### config.mk
export PLATFORM = sky130hd
export DESIGN_NAME = instruction_sequencer
export DESIGN_NICKNAME = d
export VERILOG_FILES = /design/src/rtl/instruction_sequencer_pkg.sv /design/src/rtl/instruction_sequencer_mem.sv /design/src/rtl/instruction_sequencer.sv
export SDC_FILE = /design/constraint.sdc
export NUM_CORES = 1
export LEC_CHECK = 0
export ABC_CLOCK_PERIOD_IN_PS = 7500
export CORE_AREA = 2 2 202 204
export CTS_BUF_LIST = sky130_fd_sc_hd__clkbuf_2
export DETAILED_ROUTE_END_ITERATION = 10
export DIE_AREA = 0 0 204 206
export GPL_TIMING_DRIVEN = 0
export PLACE_DENSITY_LB_ADDON = 0.2
export SLEW_MARGIN = 30
export SYNTH_ARGS = -nofsm -noshare
export SYNTH_HDL_FRONTEND = slang
export SYNTH_SLANG_ARGS = --single-unit
### constraint.sdc
create_clock -name clk -period 7.5 [get_ports clk]
set_input_delay 1.5 -clock clk [delete_from_list [all_inputs] [get_ports clk]]
set_output_delay 1.5 -clock clk [all_outputs]
set_load 0.03 [all_outputs]
### src/rtl/instruction_sequencer_pkg.sv
// Shared constants for the instruction sequencer: instruction width,
// FSM state encoding and the saturating issue-counter helper.
package instruction_sequencer_pkg;

   localparam int INSTRUCTION_WIDTH = 32;

   typedef enum logic [2:0] {
      S_IDLE  = 3'd0,
      S_FETCH = 3'd1,
      S_ISSUE = 3'd2,
      S_ACK   = 3'd3,
      S_EXEC  = 3'd4,
      S_DONE  = 3'd5
   } seq_state_e;

   function automatic logic [31:0] sat_inc32(input logic [31:0] v);
      return (&v) ? v : v + 32'd1;
   endfunction

endpackage

### src/rtl/instruction_sequencer_mem.sv
// seq_program_mem: DEPTH x WIDTH program store, one synchronous write
// port (out-of-range writes dropped), one combinational read port.
// Ports: clk_i, we_i, waddr_i, wdata_i, raddr_i -> rdata_o.
module seq_program_mem #(
   parameter int WIDTH = 32,
   parameter int DEPTH = 16,
   parameter int AW    = $clog2(DEPTH)
) (
   input  logic             clk_i,
   input  logic             we_i,
   input  logic [AW-1:0]    waddr_i,
   input  logic [WIDTH-1:0] wdata_i,
   input  logic [AW-1:0]    raddr_i,
   output logic [WIDTH-1:0] rdata_o
);

   localparam logic [AW:0] DEPTH_W = (AW+1)'(DEPTH);

   logic [WIDTH-1:0] mem_q [DEPTH];
   logic             in_range;

   if (DEPTH == (1 << AW)) begin : g_full
      assign in_range = 1'b1;
   end else begin : g_part
      assign in_range = ({1'b0, waddr_i} < DEPTH_W);
   end

   always_ff @(posedge clk_i) begin
      if (we_i && in_range) begin
         mem_q[waddr_i] <= wdata_i;
      end
   end

   assign rdata_o = mem_q[raddr_i];

endmodule

### src/rtl/instruction_sequencer.sv
// Instruction sequencer: issues a loaded program word-by-word to a core,
// following redirects, with abort/error/done status. Ports: clk, reset
// (async active-low), load_*, prog_len, run, abort, core_busy, redirect_*,
// instr_out/instr_start, pc, running, done, error; issue_count only when
// SEQ_ISSUE_COUNT_EN is defined.
module instruction_sequencer
   import instruction_sequencer_pkg::*;
#(
   parameter int INSTR_WIDTH = INSTRUCTION_WIDTH,
   parameter int DEPTH       = 16,
   parameter int AW          = $clog2(DEPTH)
) (
   input  logic                   clk,
   input  logic                   reset,
   input  logic                   load_en,
   input  logic [AW-1:0]          load_addr,
   input  logic [INSTR_WIDTH-1:0] load_data,
   input  logic [AW:0]            prog_len,
   input  logic                   run,
   input  logic                   abort,
   input  logic                   core_busy,
   input  logic                   redirect_valid,
   input  logic [AW-1:0]          redirect_addr,
   output logic [INSTR_WIDTH-1:0] instr_out,
   output logic                   instr_start,
   output logic [AW-1:0]          pc,
   output logic                   running,
   output logic                   done,
   output logic                   error
`ifdef SEQ_ISSUE_COUNT_EN
   ,output logic [31:0]           issue_count
`endif
);

   localparam logic [AW:0] DEPTH_W = (AW+1)'(DEPTH);

   seq_state_e             state_q, state_d;
   logic [AW-1:0]          pc_q, pc_d;
   logic [AW:0]            len_q, len_d;
   logic                   err_q, err_d;
   logic [INSTR_WIDTH-1:0] instr_q, instr_d;
   logic                   rv_q, rv_d;
   logic [AW-1:0]          ra_q, ra_d;

   logic [INSTR_WIDTH-1:0] mem_rdata;
   logic                   run_ok;
   logic                   rhit;
   logic [AW-1:0]          rtgt;
   logic [AW:0]            next_pc;

   seq_program_mem #(
      .WIDTH (INSTR_WIDTH),
      .DEPTH (DEPTH),
      .AW    (AW)
   ) u_mem (
      .clk_i   (clk),
      .we_i    (load_en && (state_q == S_IDLE)),
      .waddr_i (load_addr),
      .wdata_i (load_data),
      .raddr_i (pc_q),
      .rdata_o (mem_rdata)
   );

   assign run_ok = run && (prog_len != '0)
                   && (prog_len <= DEPTH_W);

   always_comb begin
      state_d = state_q;
      pc_d    = pc_q;
      len_d   = len_q;
      err_d   = err_q;
      instr_d = instr_q;
      // A redirect arriving in the same cycle as the busy drop still wins.
      rhit    = rv_q;
      rtgt    = ra_q;
      if ((state_q == S_ACK || state_q == S_EXEC)
          && redirect_valid) begin
         rhit = 1'b1;
         rtgt = redirect_addr;
      end
      rv_d    = rhit;
      ra_d    = rtgt;
      // One extra bit so pc = DEPTH-1 plus one does not wrap to zero.
      next_pc = rhit ? {1'b0, rtgt}
                     : {1'b0, pc_q} + (AW+1)'(1);

      unique case (state_q)
         S_IDLE: begin
            if (run) begin
               if (prog_len == '0) begin
                  state_d = S_DONE;
               end else if (!run_ok) begin
                  err_d   = 1'b1;
                  state_d = S_DONE;
               end else begin
                  len_d   = prog_len;
                  pc_d    = '0;
                  err_d   = 1'b0;
                  state_d = S_FETCH;
               end
            end
         end
         S_FETCH: begin
            if (!core_busy) begin
               instr_d = mem_rdata;
               state_d = S_ISSUE;
            end
         end
         S_ISSUE: begin
            rv_d    = 1'b0;
            state_d = S_ACK;
         end
         S_ACK: state_d = S_EXEC;
         S_EXEC: begin
            if (!core_busy) begin
               pc_d = next_pc[AW-1:0];
               if (rhit && ({1'b0, rtgt} >= len_q)) begin
                  err_d   = 1'b1;
                  state_d = S_DONE;
               end else if (next_pc >= len_q) begin
                  state_d = S_DONE;
               end else begin
                  state_d = S_FETCH;
               end
            end
         end
         S_DONE: state_d = S_IDLE;
         default: state_d = S_IDLE;
      endcase

      if (abort && state_q != S_IDLE) begin
         state_d = S_IDLE;
         rv_d    = 1'b0;
      end
   end

   always_ff @(posedge clk or negedge reset) begin
      if (!reset) begin
         state_q <= S_IDLE;
         pc_q    <= '0;
         len_q   <= '0;
         err_q   <= 1'b0;
         instr_q <= '0;
         rv_q    <= 1'b0;
         ra_q    <= '0;
      end else begin
         state_q <= state_d;
         pc_q    <= pc_d;
         len_q   <= len_d;
         err_q   <= err_d;
         instr_q <= instr_d;
         rv_q    <= rv_d;
         ra_q    <= ra_d;
      end
   end

   assign instr_out   = instr_q;
   assign instr_start = (state_q == S_ISSUE);
   assign done        = (state_q == S_DONE);
   assign running     = (state_q != S_IDLE);
   assign pc          = pc_q;
   assign error       = err_q;

`ifdef SEQ_ISSUE_COUNT_EN
   logic [31:0] cnt_q, cnt_d;

   always_comb begin
      cnt_d = cnt_q;
      if (state_q == S_IDLE && run_ok) begin
         cnt_d = '0;
      end else if (state_q == S_ISSUE) begin
         cnt_d = sat_inc32(cnt_q);
      end
   end

   always_ff @(posedge clk or negedge reset) begin
      if (!reset) begin
         cnt_q <= '0;
      end else begin
         cnt_q <= cnt_d;
      end
   end

   assign issue_count = cnt_q;
`endif

endmodule

# ---- After elaboration in Yosys (flattened, before gate mapping)
# Memory sizes are Yosys's and may differ from the RTL's. A register that Yosys moved wholly into a read port is not among the register bits.
# Cells that the tools add are included.
dict set report classes {
  add_sub_neg 1
  n_mul 0
  div_mod_pow 0
  n_lt_le_gt_ge 3
  eq_ne 13
  shift 0
  muxes 27
  n_bitwise 2
  reduce_logical 18
}
# operator count
set op_table {}
lappend op_table {{$mux 3} 8}
lappend op_table {{$mux 4} 5}
lappend op_table {{$pmux 3 s5} 1}
lappend op_table {{$mux 1} 10}
lappend op_table {{$reduce_and 5->1} 2}
lappend op_table {{$ne 2x2->1 const B} 4}
lappend op_table {{$pmux 4 s2} 1}
lappend op_table {{$eq 3x2->1 const B} 2}
lappend op_table {{$eq 3x3->1 const B} 2}
lappend op_table {{$logic_and 1x1->1} 6}
lappend op_table {{$ne 3x2->1 const B} 2}
lappend op_table {{$add 4x1->5 const B} 1}
lappend op_table {{$ge 4x5->1} 1}
lappend op_table {{$ge 5x5->1} 1}
lappend op_table {{$le 5x5->1 const B} 1}
lappend op_table {{$logic_not 5->1} 1}
lappend op_table {{$mux 5} 1}
lappend op_table {{$reduce_bool 5->1} 1}
lappend op_table {{$reduce_and 4->1} 1}
lappend op_table {{$eq 3x1->1 const B} 1}
lappend op_table {{$logic_not 3->1} 1}
lappend op_table {{$ne 3x3->1 const B} 1}
lappend op_table {{$reduce_and 3->1} 1}
lappend op_table {{$reduce_bool 3->1} 1}
lappend op_table {{7 further kinds} 8}
dict set report word_totals {
  ff_bits 18
  latchBits 0
  ramBits 512
  romBits 0
  input_bits 52
  n_memories 1
}
# memory words word_bits rd rd_ports_with_merged_regs write_ports line
set memory_table {}
lappend memory_table {u_mem.mem_q 16 32 1 1 1 instruction_sequencer_mem.sv:19} ;# logic [WIDTH-1:0] mem_q [DEPTH];

# ---- Longest topological paths before layout
dict set report logic_depth {
  word_depth 11
  mapped_depth 12
  ltp_nobuf 10
}

# ---- Modules after synthesis
# A second synthesis with hierarchy kept.
dict set report unflattened {
  cells_unflattened 992
  area_unflattened_um2 21543.2
}
# module n_inst cells_per_inst area_per_inst_um2 seq_area_each_um2
set by_module_without_submodules {}
lappend by_module_without_submodules {seq_program_mem 1 806 19194.7 15374.7}
lappend by_module_without_submodules {instruction_sequencer 1 186 2348.5 1251.2}

# ---- Worst setup path after synthesis
# OpenSTA, ideal clock, no wires.
dict set report synth_path {
  path_kind {input to register}
  startpoint {input port load_en}
  endpoint {memory u_mem.mem_q[0][0], enable pin}
  setup_time_ps 461
  arrival_time_ps 4153
  required_ps 7039
  slack_ps 2885
  path_stages 3
  n_path_buf 0
  cell_sequence {nand2_1 -> or3_1 -> nor3_1}
}
dict set report synth_via {
  elab_chain_cells 3
}
# item line
set synth_lines {}
lappend synth_lines {{start, declared} instruction_sequencer.sv:15} ;# input logic load_en,
lappend synth_lines {{$logic_and 1x1->1} instruction_sequencer.sv:57} ;# .we_i (load_en && (state_q == S_IDLE)),
lappend synth_lines {{$mux 1} instruction_sequencer_mem.sv:29} ;# if (we_i && in_range) begin
lappend synth_lines {{$mux 1 (implied by the code)} instruction_sequencer_mem.sv:30} ;# mem_q[waddr_i] <= wdata_i;
lappend synth_lines {{end, declared} instruction_sequencer_mem.sv:19}
# Every way passes these cells.

# ---- Worst setup path in the final report
dict set report layout_path {
  startpoint {register state_q[2]}
  endpoint {output port running}
}
dict set report layout_via {
  elab_chain_cells 1
}
# item line
set layout_lines {}
lappend layout_lines {{start, declared} instruction_sequencer.sv:37} ;# seq_state_e state_q, state_d;
lappend layout_lines {{start signal, assigned} instruction_sequencer.sv:147} ;# state_q <= state_d;
lappend layout_lines {{$reduce_bool 3->1} instruction_sequencer.sv:160} ;# assign running = (state_q != S_IDLE);
lappend layout_lines {{end, declared} instruction_sequencer.sv:27} ;# output logic running,
# Every way passes these cells.

==> impl_metrics.json <==
{
  "synth_area_leaders": "edfxtp_1, mux4_2, dfrtp_1",
  "cp-end-kind": "output port",
  "areaGrowthSynthToFinish_pct": 17.4,
  "outcome": "finished, final reports clean",
  "fin_worst_skew_ns": 0.0580,
  "grt_pass1_wl_um": 73100,
  "fin_ws_ns": 3.00,
  "fin_nets": 1414,
  "netlist_area_um2": 21700,
  "cts_resized": 0,
  "dpl_cell_area_um2": 24200,
  "yosys_register_bits": 562,
  "syn_avg_cell_area_um2": 20.2,
  "grt_pass1_vias": 12000,
  "place_hpwl_um": 32200,
  "seq_power_share_pct": 49.9,
  "swShare_pct": 30.0,
  "path_cells": "buf_4, nor3_1, inv_1, clkdlybuf4s50_1",
  "routed_wl_um": 49000,
  "drv_cap": 0,
  "synth_cell_types": 46,
  "pre_cts_ws_ns": 3.29,
  "synth_top_area_share_pct": 70.7,
  "r2r-start": "state_q[2]",
  "antenna_found_initial": 2,
  "start_util_pct": 54.1,
  "ant_nets": 0,
  "design.die.area_um2": 42000,
  "first_iter_violations": 1078,
  "max_freq_mhz": 222,
  "remaining_drc_errors": 0,
  "cts_tree": "yes",
  "synthesis.nets": 1139,
  "drive_gt1_share_pct": 30.9,
  "wl_per_cell_um": 24.6,
  "pwr_density_cell_nw_per_um2": 291,
  "hold_buffers": 0,
  "slew_viol_final": 0,
  "first_pass_iters": 7,
  "rsz0062_at_grt": "false",
  "clkLatencyLatePin_ns": 1.01,
  "path_class": "reg -> out",
  "crit_start": "state_q[2]",
  "setup_viol": 0,
  "grt-ovfl-total": 0,
  "grt_max_degree": 29,
  "htreeDepth": 4,
  "portBuffers": 91,
  "synth.yosys.seq_area_share_pct": 76.5,
  "synth-warning-count": 0,
  "design_area_um2": 25500,
  "hold_violations": 0,
  "worstMarginPinSlew_ns": 0.995,
  "path_clk_slew_ns": 0.09,
  "cts_buffers": 138,
  "arrival_ns": 3.00,
  "core-area_um2": 40200,
  "synth_top_area_cell": "edfxtp_1",
  "gp_congestion": 0.776,
  "power_frac_clock_pct": 27.2,
  "leakage_uw": 0.00856,
  "post-route-min-period_ns": 4.50,
  "die_h_um": 206,
  "switchingPower_uw": 2230,
  "crit_slowest_cell": "clkdlybuf4s50_1",
  "critPathMaxStageDelay_ns": 0.66,
  "drt-vias-per-instance": 5.82,
  "io_pins": 92,
  "worstSetupStartpointType": "register",
  "die_w_um": 204,
  "ir_drop_mv": 0.131,
  "fin_util_pct": 63.5,
  "grt_usage_pct": 24.2,
  "dr_total_vias": 11600,
  "cts-root-buf": "clkbuf_2",
  "crit_required_ns": 6.00,
  "num_rows": 74,
  "hold_class": "in -> async",
  "slew_headroom_pct": 33.7,
  "period_share_pct": 60.0,
  "p_int_uw": 5210,
  "clockBufferDepth": 3,
  "cts.sinks": 562,
  "syn_inst": 1077,
  "post_cts_buffers": 0,
  "cp_max_fo": 10,
  "comb_power_share_pct": 22.9
}
power by group through the flow:
| stage | registers (uW) | clock network, uW | logic [uW] |
|---|---|---|---|
| floorplan | 3930 | 0 | 916 |
| global placement | 3790 | 0 | 1650 |
| detailed placement | 3780 | 0 | 1720 |
| CTS | 3710 | 2080 | 1720 |
| global route | 3730 | 2230 | 1830 |
| finish | 3710 | 2020 | 1700 |
registers in the layout, summed over array words and instances, names as in the netlist:
name,count
ra_q,4
state_q,3
u_mem.mem_q,512
rv_q,1
len_q,5
pc,4
instr_out,32
error,1
final cells by class:
class / count / area (um2)
Sequential cell: 562 / 16600
Inverter: 15 / 56.3
Clock inverter: 34 / 216
Timing Repair Buffer: 135 / 1700
Fill cell: 2890 / 14700
Antenna cell: 2 / 5.00
Clock buffer: 216 / 1080
Tap cell: 532 / 666
Buffer: 58 / 263
Multi-Input combinational cell: 442 / 4910
cell families (layout without fill, tap and decap cells):
kind of cell    after synthesis  count (layout)  synth area share, %
compound gates              128             128                 4.29
xor+xnor                      3               3                0.121
fa+ha+maj                    10              10                0.575
buf+inv                      73             458                 1.47
flops                       562             562                 76.5
mux                         197             197                 14.9
other cells                   0               2                    0
simple gates                104             104                 2.18
worst paths after layout:
| check | to | slack, ns | depth (start not counted) |
|---|---|---|---|
| min in group clk | instr_out[0] | 0.52 | 2 |
| max in group asynchronous | instr_out[18] | 6.50 | 2 |
| hold / removal | ra_q[2] | 0.40 | 1 |
| setup reg to reg | u_mem.mem_q[0][20] | 4.09 | 8 |
| hold reg to reg | instr_out[0] | 0.52 | 2 |
| setup / recovery | running | 3.00 | 4 |
metrics by stage:
step	hold slack (ns)	total power [uW]	setup TNS, ns	cells
after detailed placement	0.496	5500	0	1744
after CTS	0.275	7520	0	1994
after global routing	0.310	7800	0	1996
after global placement	0.492	5440	-1.30	1700
after floorplan	0.477	4840	0	1077
final	0.404	7430	0	1996
critical path: cells and delay by family (launching register included):
family / cells / cell delay [ns]
flip-flops: 1 / 0.37
AND/OR/NAND/NOR: 1 / 0.61
buffers and inverters: 3 / 1.07
Yosys cell counts (all sizes together):
cell type / n
dfrtp: 50
nand2: 43
buf: 31
nand3b: 1
a211oi: 2
or4: 1
and4: 1
clkinv: 1
a31oi: 2
or3: 2
a21boi: 1
inv: 14
a221oi: 1
a21o: 1
ha: 10
clkbuf: 27
nor3b: 1
o21a: 3
nand3: 1
o31a: 3
nor2: 29
o21ai: 10
a22oi: 61
mux4: 98
xnor2: 2
o2bb2ai: 1
edfxtp: 512
and2: 4
mux2: 36
a221o: 1
nor2b: 4
nand2b: 6
or3b: 1
nor4: 1
a21oi: 6
mux2i: 63
xor2: 1
o32a: 1
nand4: 1
nor3: 8
o22ai: 4
o211ai: 31
placed cells by master, fill, tap and decap left out, types with 3 or more instances in the layout:
cell type,instances
nor3_2,4
clkbuf_2,216
mux2_2,36
ha_1,10
buf_6,3
inv_1,14
clkinv_2,5
o22ai_1,4
nor2_1,16
and2_1,4
nand2b_1,6
o21a_1,3
dfrtp_1,50
bufinv_16,3
o31a_1,3
nand2_1,43
buf_4,24
nor3_1,4
a22oi_1,60
nor2b_1,4
o21ai_0,10
edfxtp_1,512
buf_16,21
mux2i_1,63
clkinv_1,24
buf_2,21
clkdlybuf4s50_1,90
nor2_4,12
a21oi_1,6
buf_1,5
clkbuf_1,27
mux4_2,98
o211ai_1,31
per-layer routing:
layer / vias up / routed length, um / track usage, %
li1: 5060 / - / -
met1: 6031 / 20300 / 32.5
met2: 445 / 24500 / 39.6
met3: 83 / 3160 / 5.20
met4: 0 / 1060 / 8.98
met5: - / 0 / 0
Note: power is estimated with default switching activity, not from simulation.
